`src/rtl/cla_seq_adder.sv`:
```
// Multi-cycle adder that time-shares one 4-bit carry-lookahead slice, LS nibble first.
// Optional subtract mode is enabled by defining CLA_SEQ_ADDER_SUB_EN (adds the SUB port).
module cla_seq_adder #(
  parameter int WIDTH = 16
) (
  input  logic             CLK,
  input  logic             RESET_L,
  input  logic             START,
  input  logic [WIDTH-1:0] A,
  input  logic [WIDTH-1:0] B,
  input  logic             CIN,
`ifdef CLA_SEQ_ADDER_SUB_EN
  input  logic             SUB,
`endif
  output logic             READY,
  output logic             BUSY,
  output logic             DONE,
  output logic [WIDTH-1:0] S,
  output logic             COUT,
  output logic             OVF
);

  localparam int NSLICE = WIDTH / 4;
  localparam int CW     = (NSLICE > 1) ? $clog2(NSLICE) : 1;

  typedef enum logic [1:0] {
    ST_IDLE = 2'd0,
    ST_RUN  = 2'd1,
    ST_DONE = 2'd2
  } state_t;

  state_t           state;
  logic [CW-1:0]    cnt;
  logic             carry;
  logic [WIDTH-1:0] a_cap;
  logic [WIDTH-1:0] b_cap;

  logic             sub_sel;
  logic [WIDTH-1:0] b_in;
  logic             c_in;

  logic [3:0]       a_nib;
  logic [3:0]       b_nib;
  logic [3:0]       g;
  logic [3:0]       p;
  logic [3:0]       sum_nib;
  logic [4:0]       c;

`ifdef CLA_SEQ_ADDER_SUB_EN
  assign sub_sel = SUB;
`else
  assign sub_sel = 1'b0;
`endif

  // Subtraction is A + ~B + 1, so CIN is overridden rather than combined.
  assign b_in = sub_sel ? ~B : B;
  assign c_in = sub_sel ? 1'b1 : CIN;

  assign a_nib = a_cap[{cnt, 2'b00} +: 4];
  assign b_nib = b_cap[{cnt, 2'b00} +: 4];

  generate
    for (genvar gi = 0; gi < 4; gi++) begin : g_bit
      assign g[gi]       = a_nib[gi] & b_nib[gi];
      assign p[gi]       = a_nib[gi] | b_nib[gi];
      assign sum_nib[gi] = a_nib[gi] ^ b_nib[gi] ^ c[gi];
    end
  endgenerate

  // Flattened lookahead: every carry depends only on G/P and the slice carry-in.
  assign c[0] = carry;
  assign c[1] = g[0] | (p[0] & c[0]);
  assign c[2] = g[1] | (p[1] & g[0]) | (p[1] & p[0] & c[0]);
  assign c[3] = g[2] | (p[2] & g[1]) | (p[2] & p[1] & g[0])
              | (p[2] & p[1] & p[0] & c[0]);
  assign c[4] = g[3] | (p[3] & g[2]) | (p[3] & p[2] & g[1])
              | (p[3] & p[2] & p[1] & g[0]) | (p[3] & p[2] & p[1] & p[0] & c[0]);

  always_ff @(posedge CLK or negedge RESET_L) begin
    if (!RESET_L) begin
      state <= ST_IDLE;
      cnt   <= '0;
      carry <= 1'b0;
      a_cap <= '0;
      b_cap <= '0;
      S     <= '0;
      COUT  <= 1'b0;
      OVF   <= 1'b0;
    end else begin
      case (state)
        ST_IDLE, ST_DONE: begin
          if (START) begin
            a_cap <= A;
            b_cap <= b_in;
            carry <= c_in;
            cnt   <= '0;
            state <= ST_RUN;
          end else begin
            state <= ST_IDLE;
          end
        end
        ST_RUN: begin
          S[{cnt, 2'b00} +: 4] <= sum_nib;
          carry                <= c[4];
          if (cnt == CW'(NSLICE - 1)) begin
            COUT  <= c[4];
            OVF   <= c[3] ^ c[4];
            state <= ST_DONE;
          end else begin
            cnt <= cnt + 1'b1;
          end
        end
        default: state <= ST_IDLE;
      endcase
    end
  end

  assign READY = (state == ST_IDLE) || (state == ST_DONE);
  assign BUSY  = (state == ST_RUN);
  assign DONE  = (state == ST_DONE);

endmodule

```
`config.mk`:
```
export PLATFORM = sky130hd
export DESIGN_NAME = cla_seq_adder
export DESIGN_NICKNAME = d
export VERILOG_FILES = /design/src/rtl/cla_seq_adder.sv
export SDC_FILE = /design/constraint.sdc
export NUM_CORES = 1
export LEC_CHECK = 0
export CAP_MARGIN = 20
export CORE_MARGIN = 1.5
export CORE_UTILIZATION = 28
export CTS_CLUSTER_SIZE = 28
export DETAILED_ROUTE_END_ITERATION = 16
export PLACE_DENSITY = 0.61
export SLEW_MARGIN = 20
export SYNTH_ARGS = -nofsm -noshare
export SYNTH_HDL_FRONTEND = slang
export SYNTH_SLANG_ARGS = --single-unit
```
`constraint.sdc`:
```
create_clock -name CLK -period 7.3 [get_ports CLK]
set_input_delay 2.19 -clock CLK [delete_from_list [all_inputs] [get_ports CLK]]
set_output_delay 2.19 -clock CLK [all_outputs]
set_load 0.1 [all_outputs]
```
==> results.py, run 1 <==
metrics = {
    "floorplanning": {
        "die_area_mm2": 0.0102,
        "die_w_um": 101,
        "coreArea_mm2": 0.00928,
        "fp.dieH_um": 101,
        "rows": 35,
        "initial_core_util": 0.290,
        "ios": 57,
    },
    "cts": {
        "cts_tree": "yes",
        "cts_resized": 0,
        "cts_setup_buffers": 0,
        "clk_pin_slew_ns": 0.10,
        "cts_made_buffers": 5,
        "clockBufferDepth": 2,
        "ctsHoldBuffers": 0,
        "ctsHtreeMaxLevel": 2,
        "cts.sinks": 55,
        "clock_latency_ns": 0.32,
        "cts-root-buf": "clkbuf_8",
    },
    "setup_path": {
        "cpMaxStageDelayCell": "clkdlybuf4s50_1",
        "r2r_end": "S[6]",
        "endpoint_kind": "output pin",
        "critical_path_class": "register to output pin",
        "cp_max_fo": 8,
        "crit_arrival_ns": 2.24,
        "reg2reg_depth": 7,
        "cp-startpoint": "state[0]",
        "reg2reg_from": "cnt[0]",
        "crit_cells": 3,
        "critPathBufInv": 2,
        "cpLargestDelayFamily": "buffers and inverters",
        "setup.worst_path.end": "BUSY",
        "startpoint_type": "register",
        "slowest_delay_ns": 1.15,
        "worstPathRequired_ns": 5.11,
        "cp_cell_sequence": "nand2b_2 -> inv_2 -> clkdlybuf4s50_1",
        "reg2reg_slack_ns": 4.52,
    },
    "synth": {
        "synth-seq-area-share": 0.510,
        "synth_nets": 320,
        "syn_inst": 269,
        "ys_seq_elements": 55,
        "syn_area_mm2": 0.00270,
        "ys_warn_count": 0,
        "synth_cell_types": 39,
        "synth_area_per_cell_um2": 10.0,
    },
    "timing": {
        "setup_viol": 0,
        "hold_viol": 0,
        "rsz0062_at_grt": "false",
        "max_slew.worst_pin.slew_ns": 0.985,
        "relSlewSlack": 0.341,
        "fmax_mhz": 226,
        "min_period_ns": 4.43,
        "skew_ns": 0.0117,
        "fin_setup_tns_ns": 0,
        "min_period_over_period": 0.607,
        "maxSlewViolCount": 0,
    },
    "final_layout": {
        "area_growth_syn_to_layout_pct": 30.0,
        "nNetsFinal": 374,
        "n_antenna_cell": 0,
        "drive_above_1_share": 0.0926,
    },
    "global_routing": {
        "grt_pass1_wl_um": 9910,
        "grt_pass1_vias": 2014,
        "track_usage": 0.126,
        "grt_max_degree": 56,
        "antenna_found_initial": 0,
        "overflow": 0,
    },
    "power_and_ir_drop": {
        "power_uw": 1780,
        "p_leak_uw": 0.00165,
        "powerDensity_mw_per_mm2": 507,
        "peakVddDrop_v": 0.000154,
    },
    "routing": {
        "antenna_left": 0,
        "drtPass1Iterations": 6,
        "drt_iter0_markers": 97,
        "drc_errors": 0,
        "wl_per_cell_um": 12.9,
        "totalWireLength_um": 5860,
        "via_per_inst": 4.36,
        "vias": 1975,
    },
    "placed_design": {
        "port_buffers": 56,
        "post-dp-hpwl_um": 4320,
        "place.gp.congestion": 0.803,
    },
    "job": {
        "drv_cap": 0,
    },
    "status": {
        "status": "complete, no violations",
    },
    "hold_path": {
        "hp-class": "register to register",
    },
}
tightest hold or removal path, cell delays in order, from the launching register on:
cell and delay (ns):
dfrtp_1 0.35, nand2_1 0.05, nand2_1 0.05
cells in the mapped netlist (all sizes together):
master,n,area [um2]
nand2,111,417
dfrtp,55,1380
inv,16,60.1
ha,14,175
clkbuf,9,33.8
a22o,8,70.1
mux4,8,180
o21ai,5,25.0
nor2,4,15.0
nor2b,4,25.0
a32o,3,30.0
nand2b,3,21.3
a21oi,2,10.0
a31oi,2,12.5
and2,2,12.5
buf,2,12.5
nor3,2,15.0
o211ai,2,20.0
o41ai,2,32.5
or3,2,12.5
a2111o,1,11.3
a21o,1,7.51
a221oi,1,26.3
a31o,1,8.76
fa,1,20.0
nor4,1,12.5
o2111ai,1,8.76
o21bai,1,7.51
o22ai,1,6.26
o31a,1,8.76
o31ai,1,7.51
or2,1,6.26
xor2,1,8.76
state kept, by name (all words and copies together), names as in the netlist:
name and flops:
COUT 1, OVF 1, S 16, a_cap 16, b_cap 16, carry 1
cnt 2, state 2
area by class of cell:
class | count | area, um2
clock buffer | 5 | 68.8
clock inverter | 3 | 46.3
fill | 977 | 5780
inverter | 16 | 60.1
multi-input combinational | 187 | 1220
sequential | 55 | 1380
tap | 129 | 161
timing repair buffer | 58 | 571
routing by layer:
layer  part of all wire  global-route usage  vias to the layer above  wire (um)
li1                   -                   -                      999          -
met1               0.50               0.176                      922       2900
met2               0.45               0.193                       48       2650
met3              0.043              0.0290                        6        251
met4             0.0095              0.0406                        0         56
met5                  0                   0                        -          0
placed cells by master, fill, tap and decap left out, types with 2 or more instances in the layout:
cell type        count
buf_4                2
a31oi_1              2
o21ai_0              4
dfrtp_1             55
nor2b_1              3
a21oi_1              2
nand2_1            111
clkbuf_8             5
inv_1               15
or3_1                2
nand2b_1             2
and2_1               2
ha_1                14
mux4_2               8
clkdlybuf4s50_1     55
a32o_1               3
a22o_1               8
o41ai_2              2
nor2_1               4
worst min-delay path by stage:
stage                    from         to  slack [ns]  cells past startpoint
detailed placement   b_cap[5]   b_cap[5]        0.46                      2
finish               a_cap[2]   a_cap[2]        0.48                      2
floorplan           a_cap[10]  a_cap[10]        0.44                      2
CTS                  b_cap[5]   b_cap[5]        0.49                      2
global placement     b_cap[1]   b_cap[1]        0.45                      2
global route         a_cap[3]   a_cap[3]        0.51                      2
kinds of logic (layout without fill, tap and decap cells):
group,Yosys count,in the layout,synth area share
fa+ha+maj,15,15,0.0724
mux,8,8,0.0668
buf+inv,27,82,0.0394
flops,55,55,0.510
simple gates,130,130,0.199
compound gates,33,33,0.109
xor+xnor,1,1,0.00325
stage by stage:
step / hold WS [ns] / setup slack [ns] / util / cell area (um2) / cells
after floorplan: 0.440 / 3.36 / - / 2700 / 269
after global placement: 0.454 / 3.24 / 0.365 / 3380 / 445
after detailed placement: 0.460 / 3.21 / 0.365 / 3380 / 445
after CTS: 0.485 / 2.86 / 0.377 / 3500 / 453
after global routing: 0.509 / 2.76 / 0.377 / 3500 / 453
final: 0.481 / 2.87 / 0.377 / 3500 / 453
report_power, final:
group	switching, uW	leakage (uW)	internal, uW	total (uW)
Sequential	95.4	0.000700	428	524
Clock	106	0.0000548	104	210
Combinational	689	0.000893	355	1040
(Power assumes the default switching activity.)
==> inputs of run 2 (changes only) <==
--- a/config.mk
+++ b/config.mk
@@ -10,7 +10,7 @@
 export CORE_UTILIZATION = 28
 export CTS_CLUSTER_SIZE = 28
 export DETAILED_ROUTE_END_ITERATION = 16
-export PLACE_DENSITY = 0.61
+export PLACE_DENSITY = 0.63
 export SLEW_MARGIN = 20
 export SYNTH_ARGS = -nofsm -noshare
 export SYNTH_HDL_FRONTEND = slang
==> constraint.sdc (replaced) <==
create_clock -name CLK -period 3.7 [get_ports CLK]
set_input_delay 1.11 -clock CLK [delete_from_list [all_inputs] [get_ports CLK]]
set_output_delay 1.11 -clock CLK [all_outputs]
set_load 0.1 [all_outputs]
==> results.py, run 2 (synthesis gave the netlist of run 1 again) <==
metrics = {
    "timing": {
        "min_period_over_period": 0.737,
        "worst_slack_ns": 0.975,
        "hold_viol": 0,
        "maxSlewViolCount": 0,
        "relSlewSlack": 0.516,
        "max_slew.worst_pin.slew_ns": 0.726,
        "skew_ns": 0.00827,
        "setup_viol": 0,
        "fmax_mhz": 367,
        "min_period_ns": 2.73,
        "holdWs_ns": 0.478,
        "rsz0062_at_grt": "false",
        "fin_setup_tns_ns": 0,
    },
    "placed_design": {
        "place_ws_ns": 0.939,
        "port_buffers": 56,
        "place.gp.congestion": 0.910,
        "placed_area_mm2": 0.00334,
        "post-dp-hpwl_um": 4480,
    },
    "setup_path": {
        "critical_path_class": "register to register",
        "reg2reg_from": "cnt[0]",
        "crit_arrival_ns": 2.93,
        "endpoint_kind": "register",
        "startpoint_type": "register",
        "worstPathRequired_ns": 3.91,
        "cp_cell_sequence": "mux4_2 -> inv_1 -> ha_1 -> nand2b_1 -> a21oi_1 -> or3_1 -> a32o_1",
        "reg2reg_depth": 7,
        "r2r_end": "S[6]",
        "reg2reg_slack_ns": 0.97,
        "cp_max_fo": 15,
        "slowest_delay_ns": 0.83,
        "cpMaxStageDelayCell": "dfrtp_1",
    },
    "global_routing": {
        "grt_max_degree": 56,
        "grt_pass1_wl_um": 10000,
        "track_usage": 0.125,
        "overflow": 0,
        "grt_pass1_vias": 2052,
        "antenna_found_initial": 0,
    },
    "cts": {
        "clk_pin_slew_ns": 0.10,
        "cts.sinks": 55,
        "cts_setup_buffers": 0,
        "cts_made_buffers": 5,
        "cts_tree": "yes",
        "ctsHoldBuffers": 0,
        "ctsHtreeMaxLevel": 2,
        "clockBufferDepth": 2,
        "cts_resized": 0,
        "cts-root-buf": "clkbuf_8",
        "clock_latency_ns": 0.31,
    },
    "routing": {
        "drc_errors": 0,
        "antenna_left": 0,
        "drtPass1Iterations": 4,
        "wl_per_cell_um": 13.2,
        "via_per_inst": 4.47,
        "drt_iter0_markers": 121,
        "totalWireLength_um": 6010,
        "vias": 2030,
    },
    "power_and_ir_drop": {
        "peakVddDrop_v": 0.000346,
        "p_leak_uw": 0.00168,
        "powerDensity_mw_per_mm2": 997,
    },
    "floorplanning": {
        "die_area_mm2": 0.0102,
        "fp.dieH_um": 101,
        "die_w_um": 101,
        "initial_core_util": 0.290,
        "coreArea_mm2": 0.00928,
        "rows": 35,
        "ios": 57,
    },
    "final_layout": {
        "postLayoutCellArea_mm2": 0.00343,
        "nNetsFinal": 375,
        "n_antenna_cell": 0,
        "drive_above_1_share": 0.157,
        "area_growth_syn_to_layout_pct": 27.4,
        "top_regs": "S: 16 flops, a_cap: 16 flops, b_cap: 16 flops",
        "nFillCells": 972,
        "mostFrequentLayoutCell": "nand2_1",
        "final_cell_mix": "nand2_1, dfrtp_1, clkdlybuf4s50_1",
    },
    "hold_path": {
        "min_to": "b_cap[1]",
        "min_path_cells": 2,
        "hp-start": "b_cap[1]",
        "hp-class": "register to register",
    },
    "job": {
        "drv_cap": 0,
    },
    "status": {
        "status": "complete, no violations",
    },
}
==> run 2: cell types whose count changed in the layout (fill, tap and decap cells not counted), sizes merged <==
cell           before  now
buf                 3   25
clkinvlp            1    0
inv                17   16
clkdlybuf4s50      55   34
bufinv              1    0
clkinv              0    1
clkbuf              5    7
==> run 2: how the worst max path moves through the flow <==
stage,slack [ns],startpoint,end,cells past startpoint
final,0.97,cnt[0],S[6],7
after global routing,0.77,cnt[0],S[10],7
after CTS,0.93,cnt[0],S[6],7
after detailed placement,0.94,cnt[0],S[6],7
after global placement,1.00,cnt[0],S[6],7
after floorplan,0.84,state[0],DONE,1
==> run 2: final cells by class <==
cell class | instances | area, um2 | area share
clock buffer | 7 | 86.3 | 0.0251
clock inverter | 1 | 8.76 | 0.00255
inverter | 16 | 60.1 | 0.0175
multi-input combinational | 187 | 1220 | 0.354
sequential | 55 | 1380 | 0.401
tap | 129 | 161 | 0.0470
timing repair buffer | 59 | 526 | 0.153
==> run 2: layer usage <==
| metal | track usage | share of wire | vias up |
|---|---|---|---|
| li1 | - | - | 997 |
| met1 | 0.171 | 0.48 | 976 |
| met2 | 0.201 | 0.46 | 52 |
| met3 | 0.0297 | 0.056 | 5 |
| met4 | 0.0353 | 0.0083 | 0 |
| met5 | 0 | 0 | - |
==> run 2: metrics by stage <==
stage	power [uW]	utilization	std cells
2_1_floorplan	2600	-	269
3_3_place_gp	3060	0.360	446
3_5_place_dp	3110	0.360	446
4_1_cts	3470	0.370	454
5_1_grt	3690	0.370	454
6_report	3420	0.370	454
==> run 2: worst max-delay path: cells and delay by family, from the launching register on <==
kind	cells	cell delay, ns
muxes	1	0.64
adders and majority gates	1	0.13
buffers and inverters	1	0.08
and+or+nand+nor	2	0.56
AOI/OAI and AO/OA	2	0.38
DFF	1	0.83
==> run 2: power by group <==
group / internal [uW] / switching [uW] / total, uW
combinational: 680 / 1360 / 2040
sequential: 845 / 188 / 1030
clock: 154 / 198 / 352
